===== config.mk =====
export PLATFORM = sky130hd
export DESIGN_NAME = fifo_ctrl_flat
export DESIGN_NICKNAME = d
export VERILOG_FILES = /design/src/rtl/fifo_ctrl_pkg.sv /design/src/rtl/fifo_ctrl_if.sv /design/src/rtl/fifo_ctrl_rr_arb2.sv /design/src/rtl/fifo_ctrl.sv /design/src/flat_wrapper.sv
export SDC_FILE = /design/constraint.sdc
export NUM_CORES = 1
export LEC_CHECK = 0
export CORE_MARGIN = 2
export CORE_UTILIZATION = 43
export CTS_CLUSTER_SIZE = 40
export DETAILED_ROUTE_END_ITERATION = 12
export GPL_TIMING_DRIVEN = 0
export PLACE_DENSITY = 0.82
export SYNTH_ARGS = -nofsm -noshare
export SYNTH_HDL_FRONTEND = slang
export SYNTH_SLANG_ARGS = --single-unit

===== constraint.sdc =====
create_clock -name clk -period 4.25 [get_ports clk]
set_input_delay 0.6375 -clock clk [delete_from_list [all_inputs] [get_ports clk]]
set_output_delay 0.6375 -clock clk [all_outputs]
set_load 0.03 [all_outputs]

===== src/rtl/fifo_ctrl_pkg.sv =====
// Shared types and helpers for the FIFO pointer/access controller.
// Latency: n/a (types, constants and a pure function only).
// Backpressure: n/a.
package fifo_pkg;

  // Pointer width including the wrap bit; depth is half the pointer range.
  localparam int SIZE  = 4;
  localparam int DEPTH = 1 << (SIZE - 1);

  typedef logic [SIZE-1:0] ptr_t;
  typedef logic [SIZE-2:0] addr_t;

  // Reflected binary Gray code: adjacent values differ in exactly one bit,
  // including across the natural 2^SIZE wrap.
  function automatic ptr_t bin2gray(input ptr_t bin);
    return bin ^ (bin >> 1);
  endfunction

endpackage


===== src/rtl/fifo_ctrl_if.sv =====
// Handshake and status bundle between the FIFO users and its controller.
// Latency: n/a (wiring only).
// Backpressure: wr_gnt/full and empty/rd_en carry all flow control.
interface fifo_ctrl_if;
  import fifo_pkg::*;

  logic       flush;
  logic [1:0] wr_req;
  logic [1:0] wr_gnt;
  logic       wr_sel;
  logic       wr_en;
  addr_t      wr_addr;
  logic       rd_req;
  logic       rd_en;
  addr_t      rd_addr;
  logic       rd_valid;
  ptr_t       w_pointer;
  ptr_t       r_pointer;
  logic       full;
  logic       empty;
  ptr_t       count;

  // Producers/consumer side: issues requests, observes grants and status.
  modport master (
    output flush, wr_req, rd_req,
    input  wr_gnt, wr_sel, wr_en, wr_addr, rd_en, rd_addr, rd_valid,
    input  w_pointer, r_pointer, full, empty, count
  );

  // Controller side.
  modport slave (
    input  flush, wr_req, rd_req,
    output wr_gnt, wr_sel, wr_en, wr_addr, rd_en, rd_addr, rd_valid,
    output w_pointer, r_pointer, full, empty, count
  );

endinterface


===== src/rtl/fifo_ctrl_rr_arb2.sv =====
// Two-requester round-robin arbiter for the shared RAM write port.
// Latency: combinational, grant in the same cycle as the request.
// Backpressure: block forces zero grant; losers simply hold their request.
module rr_arb2 (
  input  logic [1:0] req,
  input  logic       block,
  input  logic       last,
  output logic [1:0] gnt,
  output logic       sel
);

  // Lone requester wins outright; on contention the producer not served last wins.
  always_comb begin
    gnt = 2'b00;
    sel = 1'b0;
    if (!block) begin
      unique case (req)
        2'b01: begin
          gnt = 2'b01;
          sel = 1'b0;
        end
        2'b10: begin
          gnt = 2'b10;
          sel = 1'b1;
        end
        2'b11: begin
          if (last) begin
            gnt = 2'b01;
            sel = 1'b0;
          end else begin
            gnt = 2'b10;
            sel = 1'b1;
          end
        end
        default: begin
          gnt = 2'b00;
          sel = 1'b0;
        end
      endcase
    end
  end

endmodule


===== src/rtl/fifo_ctrl.sv =====
// Pointer/access controller for the 8-entry FIFO: arbitration, RAM addressing, flags.
// Latency: grants/enables/addresses combinational; flags and count one cycle after access; rd_valid one cycle after rd_en.
// Backpressure: full withholds write grants, empty withholds rd_en; flush withholds both.
module fifo_ctrl
  import fifo_pkg::*;
(
  input  logic       clk,
  input  logic       rst,
  fifo_ctrl_if.slave bus
);

  ptr_t       wbin;
  ptr_t       rbin;
  logic       last;
  logic       rd_valid_q;

  logic       full;
  logic       empty;
  logic [1:0] gnt;
  logic       sel;
  logic       wr_en;
  logic       rd_en;

  // Flags depend only on the registered pointers, never on this cycle's requests,
  // so a read cannot open space for a same-cycle write and a write cannot feed
  // a same-cycle read.
  assign full  = (wbin[SIZE-1] != rbin[SIZE-1]) && (wbin[SIZE-2:0] == rbin[SIZE-2:0]);
  assign empty = (wbin == rbin);

  rr_arb2 u_arb (
    .req   (bus.wr_req),
    .block (full | bus.flush),
    .last  (last),
    .gnt   (gnt),
    .sel   (sel)
  );

  assign wr_en = |gnt;
  assign rd_en = bus.rd_req & ~empty & ~bus.flush;

  assign bus.wr_gnt    = gnt;
  assign bus.wr_sel    = sel;
  assign bus.wr_en     = wr_en;
  assign bus.wr_addr   = wbin[SIZE-2:0];
  assign bus.rd_en     = rd_en;
  assign bus.rd_addr   = rbin[SIZE-2:0];
  assign bus.rd_valid  = rd_valid_q;
  assign bus.w_pointer = bin2gray(wbin);
  assign bus.r_pointer = bin2gray(rbin);
  assign bus.full      = full;
  assign bus.empty     = empty;
  assign bus.count     = wbin - rbin;

  // Pointer advance, round-robin history and read-data-valid pipeline.
  // last starts at 1 so producer 0 wins the first contention; flush keeps it.
  always_ff @(posedge clk) begin
    if (rst) begin
      wbin       <= '0;
      rbin       <= '0;
      last       <= 1'b1;
      rd_valid_q <= 1'b0;
    end else if (bus.flush) begin
      wbin       <= '0;
      rbin       <= '0;
      rd_valid_q <= 1'b0;
    end else begin
      if (wr_en) begin
        wbin <= wbin + ptr_t'(1);
        last <= sel;
      end
      if (rd_en) begin
        rbin <= rbin + ptr_t'(1);
      end
      rd_valid_q <= rd_en;
    end
  end

endmodule


===== src/flat_wrapper.sv =====
// flat-port wrapper written by rule: the top's interface ports become plain ports
module fifo_ctrl_flat import fifo_pkg::*;
  (clk, rst, bus_flush, bus_wr_req, bus_rd_req, bus_wr_gnt, bus_wr_sel, bus_wr_en, bus_wr_addr, bus_rd_en, bus_rd_addr, bus_rd_valid, bus_w_pointer, bus_r_pointer, bus_full, bus_empty, bus_count);
  fifo_ctrl_if bus_i ();
  input  logic clk;
  input  logic rst;
  input wire logic [$bits(bus_i.flush)-1:0] bus_flush;
  input wire logic [$bits(bus_i.wr_req)-1:0] bus_wr_req;
  input wire logic [$bits(bus_i.rd_req)-1:0] bus_rd_req;
  output wire logic [$bits(bus_i.wr_gnt)-1:0] bus_wr_gnt;
  output wire logic [$bits(bus_i.wr_sel)-1:0] bus_wr_sel;
  output wire logic [$bits(bus_i.wr_en)-1:0] bus_wr_en;
  output wire logic [$bits(bus_i.wr_addr)-1:0] bus_wr_addr;
  output wire logic [$bits(bus_i.rd_en)-1:0] bus_rd_en;
  output wire logic [$bits(bus_i.rd_addr)-1:0] bus_rd_addr;
  output wire logic [$bits(bus_i.rd_valid)-1:0] bus_rd_valid;
  output wire logic [$bits(bus_i.w_pointer)-1:0] bus_w_pointer;
  output wire logic [$bits(bus_i.r_pointer)-1:0] bus_r_pointer;
  output wire logic [$bits(bus_i.full)-1:0] bus_full;
  output wire logic [$bits(bus_i.empty)-1:0] bus_empty;
  output wire logic [$bits(bus_i.count)-1:0] bus_count;
  assign bus_i.flush = bus_flush;
  assign bus_i.wr_req = bus_wr_req;
  assign bus_i.rd_req = bus_rd_req;
  assign bus_wr_gnt = bus_i.wr_gnt;
  assign bus_wr_sel = bus_i.wr_sel;
  assign bus_wr_en = bus_i.wr_en;
  assign bus_wr_addr = bus_i.wr_addr;
  assign bus_rd_en = bus_i.rd_en;
  assign bus_rd_addr = bus_i.rd_addr;
  assign bus_rd_valid = bus_i.rd_valid;
  assign bus_w_pointer = bus_i.w_pointer;
  assign bus_r_pointer = bus_i.r_pointer;
  assign bus_full = bus_i.full;
  assign bus_empty = bus_i.empty;
  assign bus_count = bus_i.count;
  fifo_ctrl u_core (.clk(clk), .rst(rst), .bus(bus_i));
endmodule

; ---- After elaboration in Yosys (flattened, before gate mapping)
; Cells that the tools add are included.
[op_classes]
reduce_logical = 4
n_eq_ne = 6
bitwise = 7
addsub = 3
muxes = 6
[op_table]
columns = op, count
row1 = adder 4 x 1 -> 4 bit (second input constant), 2
row2 = bitwise XOR 4 x 3 -> 4 bit, 2
row3 = case mux 2 bit (3 select lines), 1
row4 = equality test 2 bit (second input constant), 2
row5 = equality test 4 bit, 1
row6 = two-way mux 2 bit, 2
row7 = OR reduction 2 bit, 2
row8 = subtractor 4 bit, 1
row9 = equality test 3 bit, 1
row10 = AND 1 bit, 2
row11 = equality test 2 x 1 -> 1 bit (second input constant), 1
row12 = two-way mux 1 bit, 2
row13 = NOT 1 bit, 2
row14 = case mux 1 bit (2 select lines), 1
row15 = AND reduction 2 bit, 1
row16 = logical AND 1 bit, 1
row17 = != test 1 bit, 1
row18 = OR 1 bit, 1
[word_totals]
out_inout_bits = 26
in_bits = 6
regBits = 10

; ---- Longest topological paths before layout
[logic_depth]
word_depth = 6
depth_mapped = 6
ltp_nobuf = 6

; ---- By module
; From an unflattened synthesis, not the netlist that was laid out.
[unflattened]
cells_unflattened = 76
hier_area_um2 = 669.4
[modules_own_cells]
columns = module, instances, seq_area_each_um2, area_per_inst_um2, cells_per_inst
row1 = fifo_ctrl, 1, 200.2, 636.9, 71
row2 = rr_arb2, 1, 0.0, 32.5, 5

; ---- Worst setup path after synthesis
; OpenSTA, ideal clock, no wires.
[synth_path]
path_kind = register to output
from = register u_core.rbin[2]
to = output port bus_wr_gnt[1]
arrival_ps = 1991
setup_slack_ps = 1621
stages_incl_launch_ff = 7
required_time_ps = 3612
path_cell_list = dfxtp_1 inv_1 ha_1 and3_1 a21oi_1 nand2_1 a21oi_1
[synth_between]
elab_chain_cells = 4
[synth_rtl]
columns = element, line_no
row1 = from (decl), fifo_ctrl.sv:13  ; ptr_t rbin;
row2 = from (signal assigned), fifo_ctrl.sv:72  ; rbin <= rbin + ptr_t'(1);
row3 = equality test 3 bit, fifo_ctrl.sv:27  ; assign full = (wbin[SIZE-1] != rbin[SIZE-1]) && (wbin[SIZE-2:0] == rbin[SIZE-2:0]);
row4 = logical AND 1 bit, fifo_ctrl.sv:27
row5 = OR 1 bit, fifo_ctrl.sv:32  ; .block (full | bus.flush),
row6 = two-way mux 2 bit, fifo_ctrl_rr_arb2.sv:16  ; if (!block) begin
row7 = to (decl), flat_wrapper.sv:10  ; output wire logic [$bits(bus_i.wr_gnt)-1:0] bus_wr_gnt;
; Every way passes these cells.

; ---- Worst setup path after layout
[layout_path]
from = register u_core.rbin[2]
to = output port bus_wr_sel
[layout_between]
elab_chain_cells = 4
[layout_rtl]
columns = element, line_no
row1 = equality test 3 bit, fifo_ctrl.sv:27
row2 = logical AND 1 bit, fifo_ctrl.sv:27
row3 = OR 1 bit, fifo_ctrl.sv:32
row4 = two-way mux 1 bit, fifo_ctrl_rr_arb2.sv:16
row5 = to (decl), flat_wrapper.sv:11  ; output wire logic [$bits(bus_i.wr_sel)-1:0] bus_wr_sel;
; Every way passes these cells.

==> reports/summary.json <==
{
  "min-delay-path-class": {"value": "reg -> reg"},
  "std_cell_rows": {"value": 14},
  "floorplan.initialDensity": {"value": 46.2, "unit": "%"},
  "dp.cells": {"value": 127},
  "hpwlAfterDp": {"value": 1370, "unit": "um"},
  "peakVddDrop": {"value": 156, "unit": "uV"},
  "area_growth_syn_to_layout": {"value": 50.7, "unit": "%"},
  "layout_setup_ws": {"value": 1.05, "unit": "ns"},
  "p_seq_share": {"value": 44.6, "unit": "%"},
  "yosys.area_share.adder": {"value": 15.5, "unit": "%"},
  "cts.root.buffer_cell": {"value": "clkbuf_4"},
  "drt_iter0_markers": {"value": 16},
  "grt_setup_unrepaired": {"value": "false"},
  "cts_max_level": {"value": 1},
  "synthesis.nets": {"value": 94},
  "final-instance-count-excl-fill": {"value": 130},
  "reg2reg_depth": {"value": 6},
  "fin_setup_tns": {"value": 0, "unit": "ns"},
  "post_synth_xor_area_fraction": {"value": 14.0, "unit": "%"},
  "least_margin_pin_slew": {"value": 0.391, "unit": "ns"},
  "mappedNetlistArea": {"value": 696, "unit": "um^2"},
  "cts-hold-fix-buffers": {"value": 0},
  "fp.dieArea": {"value": 1960, "unit": "um^2"},
  "synth.yosys.seq_area_share": {"value": 28.8, "unit": "%"},
  "antennaDiodeCount": {"value": 0},
  "final_core_util": {"value": 69.6, "unit": "%"},
  "end_point_of_the_critical_path": {"value": "bus_wr_sel"},
  "clock.fmax": {"value": 0.313, "unit": "GHz"},
  "hold_viol": {"value": 0},
  "cts_inserted_buffers": {"value": 3},
  "regToRegStartpoint": {"value": "u_core.rbin[2]$_SDFFE_PP0P_"},
  "routed_len_inst": {"value": 13.1, "unit": "um"},
  "worst_r2r_endpoint": {"value": "u_core.wbin[2]$_SDFFE_PP0P_"},
  "report.final.setup_viol": {"value": 0},
  "routed_wirelength": {"value": 1700, "unit": "um"},
  "cap_viol_max_count": {"value": 0},
  "synth_edf_count": {"value": 0},
  "synth_seq_cells": {"value": 10},
  "drive_above_1_share": {"value": 7.89, "unit": "%"},
  "cts_num_sinks": {"value": 10},
  "syn-instance-count": {"value": 80},
  "post_cts_buffers": {"value": 0},
  "worst-path-max-fanout": {"value": 4},
  "io_buffer_count": {"value": 31},
  "antenna_left": {"value": 0},
  "critPathRequiredTime": {"value": 3.61, "unit": "ns"},
  "track_usage": {"value": 19.8, "unit": "%"},
  "cts-root-to-sink-buffers": {"value": 2},
  "ff2ff_setup_slack": {"value": 2.27, "unit": "ns"},
  "fin_hold_ws": {"value": 0.546, "unit": "ns"},
  "slew_limit_headroom": {"value": 73.9, "unit": "%"},
  "fp.dieW": {"value": 44.2, "unit": "um"},
  "worst_ep_arrival_time": {"value": 2.56, "unit": "ns"},
  "pin_count": {"value": 32},
  "final_common_cell": {"value": "clkdlybuf4s50_1"},
  "vias": {"value": 671},
  "commonest_cells_after_routing_fill_and_taps_aside": {"value": "clkdlybuf4s50_1, nor2_1, dfxtp_1, inv_1, a21oi_1"},
  "pwr_density_cell": {"value": 209, "unit": "nW/um^2"},
  "grt_pass1_vias": {"value": 639},
  "gp_congestion": {"value": 0.799},
  "avgSynthCellArea": {"value": 8.70, "unit": "um^2"},
  "post_cts.resized_instances": {"value": 0},
  "grt_pass1_wl": {"value": 2810, "unit": "um"},
  "grt_overflow": {"value": 0},
  "outcome": {"value": "finished clean"},
  "worstSkewPairLatency": {"value": 0.27, "unit": "ns"},
  "psw": {"value": 68.1, "unit": "uW"},
  "cts_tree": {"value": "built"},
  "layout_min_cycle_time": {"value": 3.20, "unit": "ns"},
  "share_clk_of_total_power": {"value": 31.1, "unit": "%"},
  "critical_path_class": {"value": "reg -> out"},
  "power.combinational.fraction": {"value": 24.3, "unit": "%"},
  "postLayoutCellArea": {"value": 1050, "unit": "um^2"},
  "first_pass_iters": {"value": 4},
  "worstSetupStartpoint": {"value": "u_core.rbin[2]$_SDFFE_PP0P_"},
  "synthArstFlopShare": {"value": 0, "unit": "%"},
  "fin_nets": {"value": 130},
  "routed_via_density": {"value": 5.16},
  "switching_share": {"value": 31.2, "unit": "%"},
  "clkSlewWorstSetupHoldPaths": {"value": 0.07, "unit": "ns"},
  "pin_count_of_the_biggest_net_entering_global_routing": {"value": 9},
  "dpl_cell_area": {"value": 1030, "unit": "um^2"},
  "synth_cell_types": {"value": 26},
  "total_power": {"value": 219, "unit": "uW"},
  "power_leakage": {"value": 0.449, "unit": "nW"},
  "worstSetupEndpointType": {"value": "output pin"},
  "drv_slew": {"value": 0},
  "power_report.internal_total": {"value": 151, "unit": "uW"},
  "post_synth_and_or_nand_nor_area_fraction": {"value": 16.0, "unit": "%"},
  "synth_compound_area_share": {"value": 19.2, "unit": "%"},
  "yosys-mux-area-fraction": {"value": 0, "unit": "%"},
  "placeable_core_region": {"value": 1510, "unit": "um^2"},
  "synth_flop_cell": {"value": "dfxtp_1"},
  "grt_antenna_before_repair": {"value": 0},
  "skew": {"value": 0.000683, "unit": "ns"},
  "synth_top_family_by_area": {"value": "compound AO/OA/AOI/OAI gates"},
  "dieHeight": {"value": 44.2, "unit": "um"},
  "yosysWarningCount": {"value": 0},
  "period_share": {"value": 75.2, "unit": "%"},
  "route.detailed.drc": {"value": 0},
  "detailedPlace.worstSlack": {"value": 1.19, "unit": "ns"},
  "worstSetupStartpointType": {"value": "flip-flop"}
}
-- cells by family (layout without fill, tap and decap cells) --
kind of cell | count (synthesis) | count (layout)
xor+xnor | 9 | 9
flops | 10 | 10
simple gates | 25 | 25
compound gates | 18 | 18
fa+ha+maj | 8 | 8
buf+inv | 10 | 44
-- synthesized netlist by cell type (2+ instances only) --
master   count  share of area [%]
o21ai_0      2                1.4
dfxtp_1     10                 29
ha_1         7                 13
nor2_1      12                6.5
nand2_1      6                3.2
xnor2_1      5                6.3
xor2_1       3                3.8
a21oi_1      8                5.8
inv_1        8                4.3
nand3_1      3                2.2
-- per-layer routing --
layer	global-route usage [%]	up-vias	share of wire [%]
li1	-	338	-
met1	25.4	310	44
met2	30.9	19	47
met3	2.04	4	5.1
met4	14.5	0	2.9
met5	0	-	0
-- sequential cells by signal, indices dropped and copies added (netlist names) --
name and count:
u_core.rbin 4, u_core.bus.rd_valid 1, u_core.last 1, u_core.wbin 4
-- power by group through the flow --
stage | registers, mW | clock network [mW] | logic, mW
floorplan | 0.101 | 0 | 0.0289
detailed placement | 0.0997 | 0 | 0.0533
global route | 0.0979 | 0.0708 | 0.0572
CTS | 0.0975 | 0.0686 | 0.0537
global placement | 0.0996 | 0 | 0.0523
finish | 0.0975 | 0.0679 | 0.0532
-- area by class of cell --
| cell class | instances | area, um^2 |
|---|---|---|
| Timing Repair Buffer | 31 | 310 |
| Fill cell | 130 | 458 |
| Buffer | 2 | 15.0 |
| Sequential cell | 10 | 200 |
| Inverter | 8 | 30.0 |
| Multi-Input combinational cell | 60 | 450 |
| Tap cell | 16 | 20.0 |
| Clock buffer | 3 | 22.5 |
-- how the worst min path moves through the flow --
| stage | from | endpoint | slack, ns | cells after the start |
|---|---|---|---|---|
| after global routing | u_core.last$_SDFFE_PP1P_ | u_core.last$_SDFFE_PP1P_ | 0.59 | 2 |
| after global placement | u_core.last$_SDFFE_PP1P_ | u_core.last$_SDFFE_PP1P_ | 0.54 | 2 |
| after detailed placement | u_core.last$_SDFFE_PP1P_ | u_core.last$_SDFFE_PP1P_ | 0.54 | 2 |
| after floorplan | u_core.last$_SDFFE_PP1P_ | u_core.last$_SDFFE_PP1P_ | 0.52 | 2 |
| after CTS | u_core.last$_SDFFE_PP1P_ | u_core.last$_SDFFE_PP1P_ | 0.55 | 2 |
| final | u_core.last$_SDFFE_PP1P_ | u_core.last$_SDFFE_PP1P_ | 0.55 | 2 |
-- worst max-delay path: stages, from the launching register on --
cell and delay [ns]:
dfxtp_1 0.41, inv_1 0.11, ha_1 0.37, and3_1 0.22
a21oi_1 0.24, nand2_1 0.13, a21oi_1 0.13, clkdlybuf4s50_1 0.68
Power figures use the tool's default switching activity.
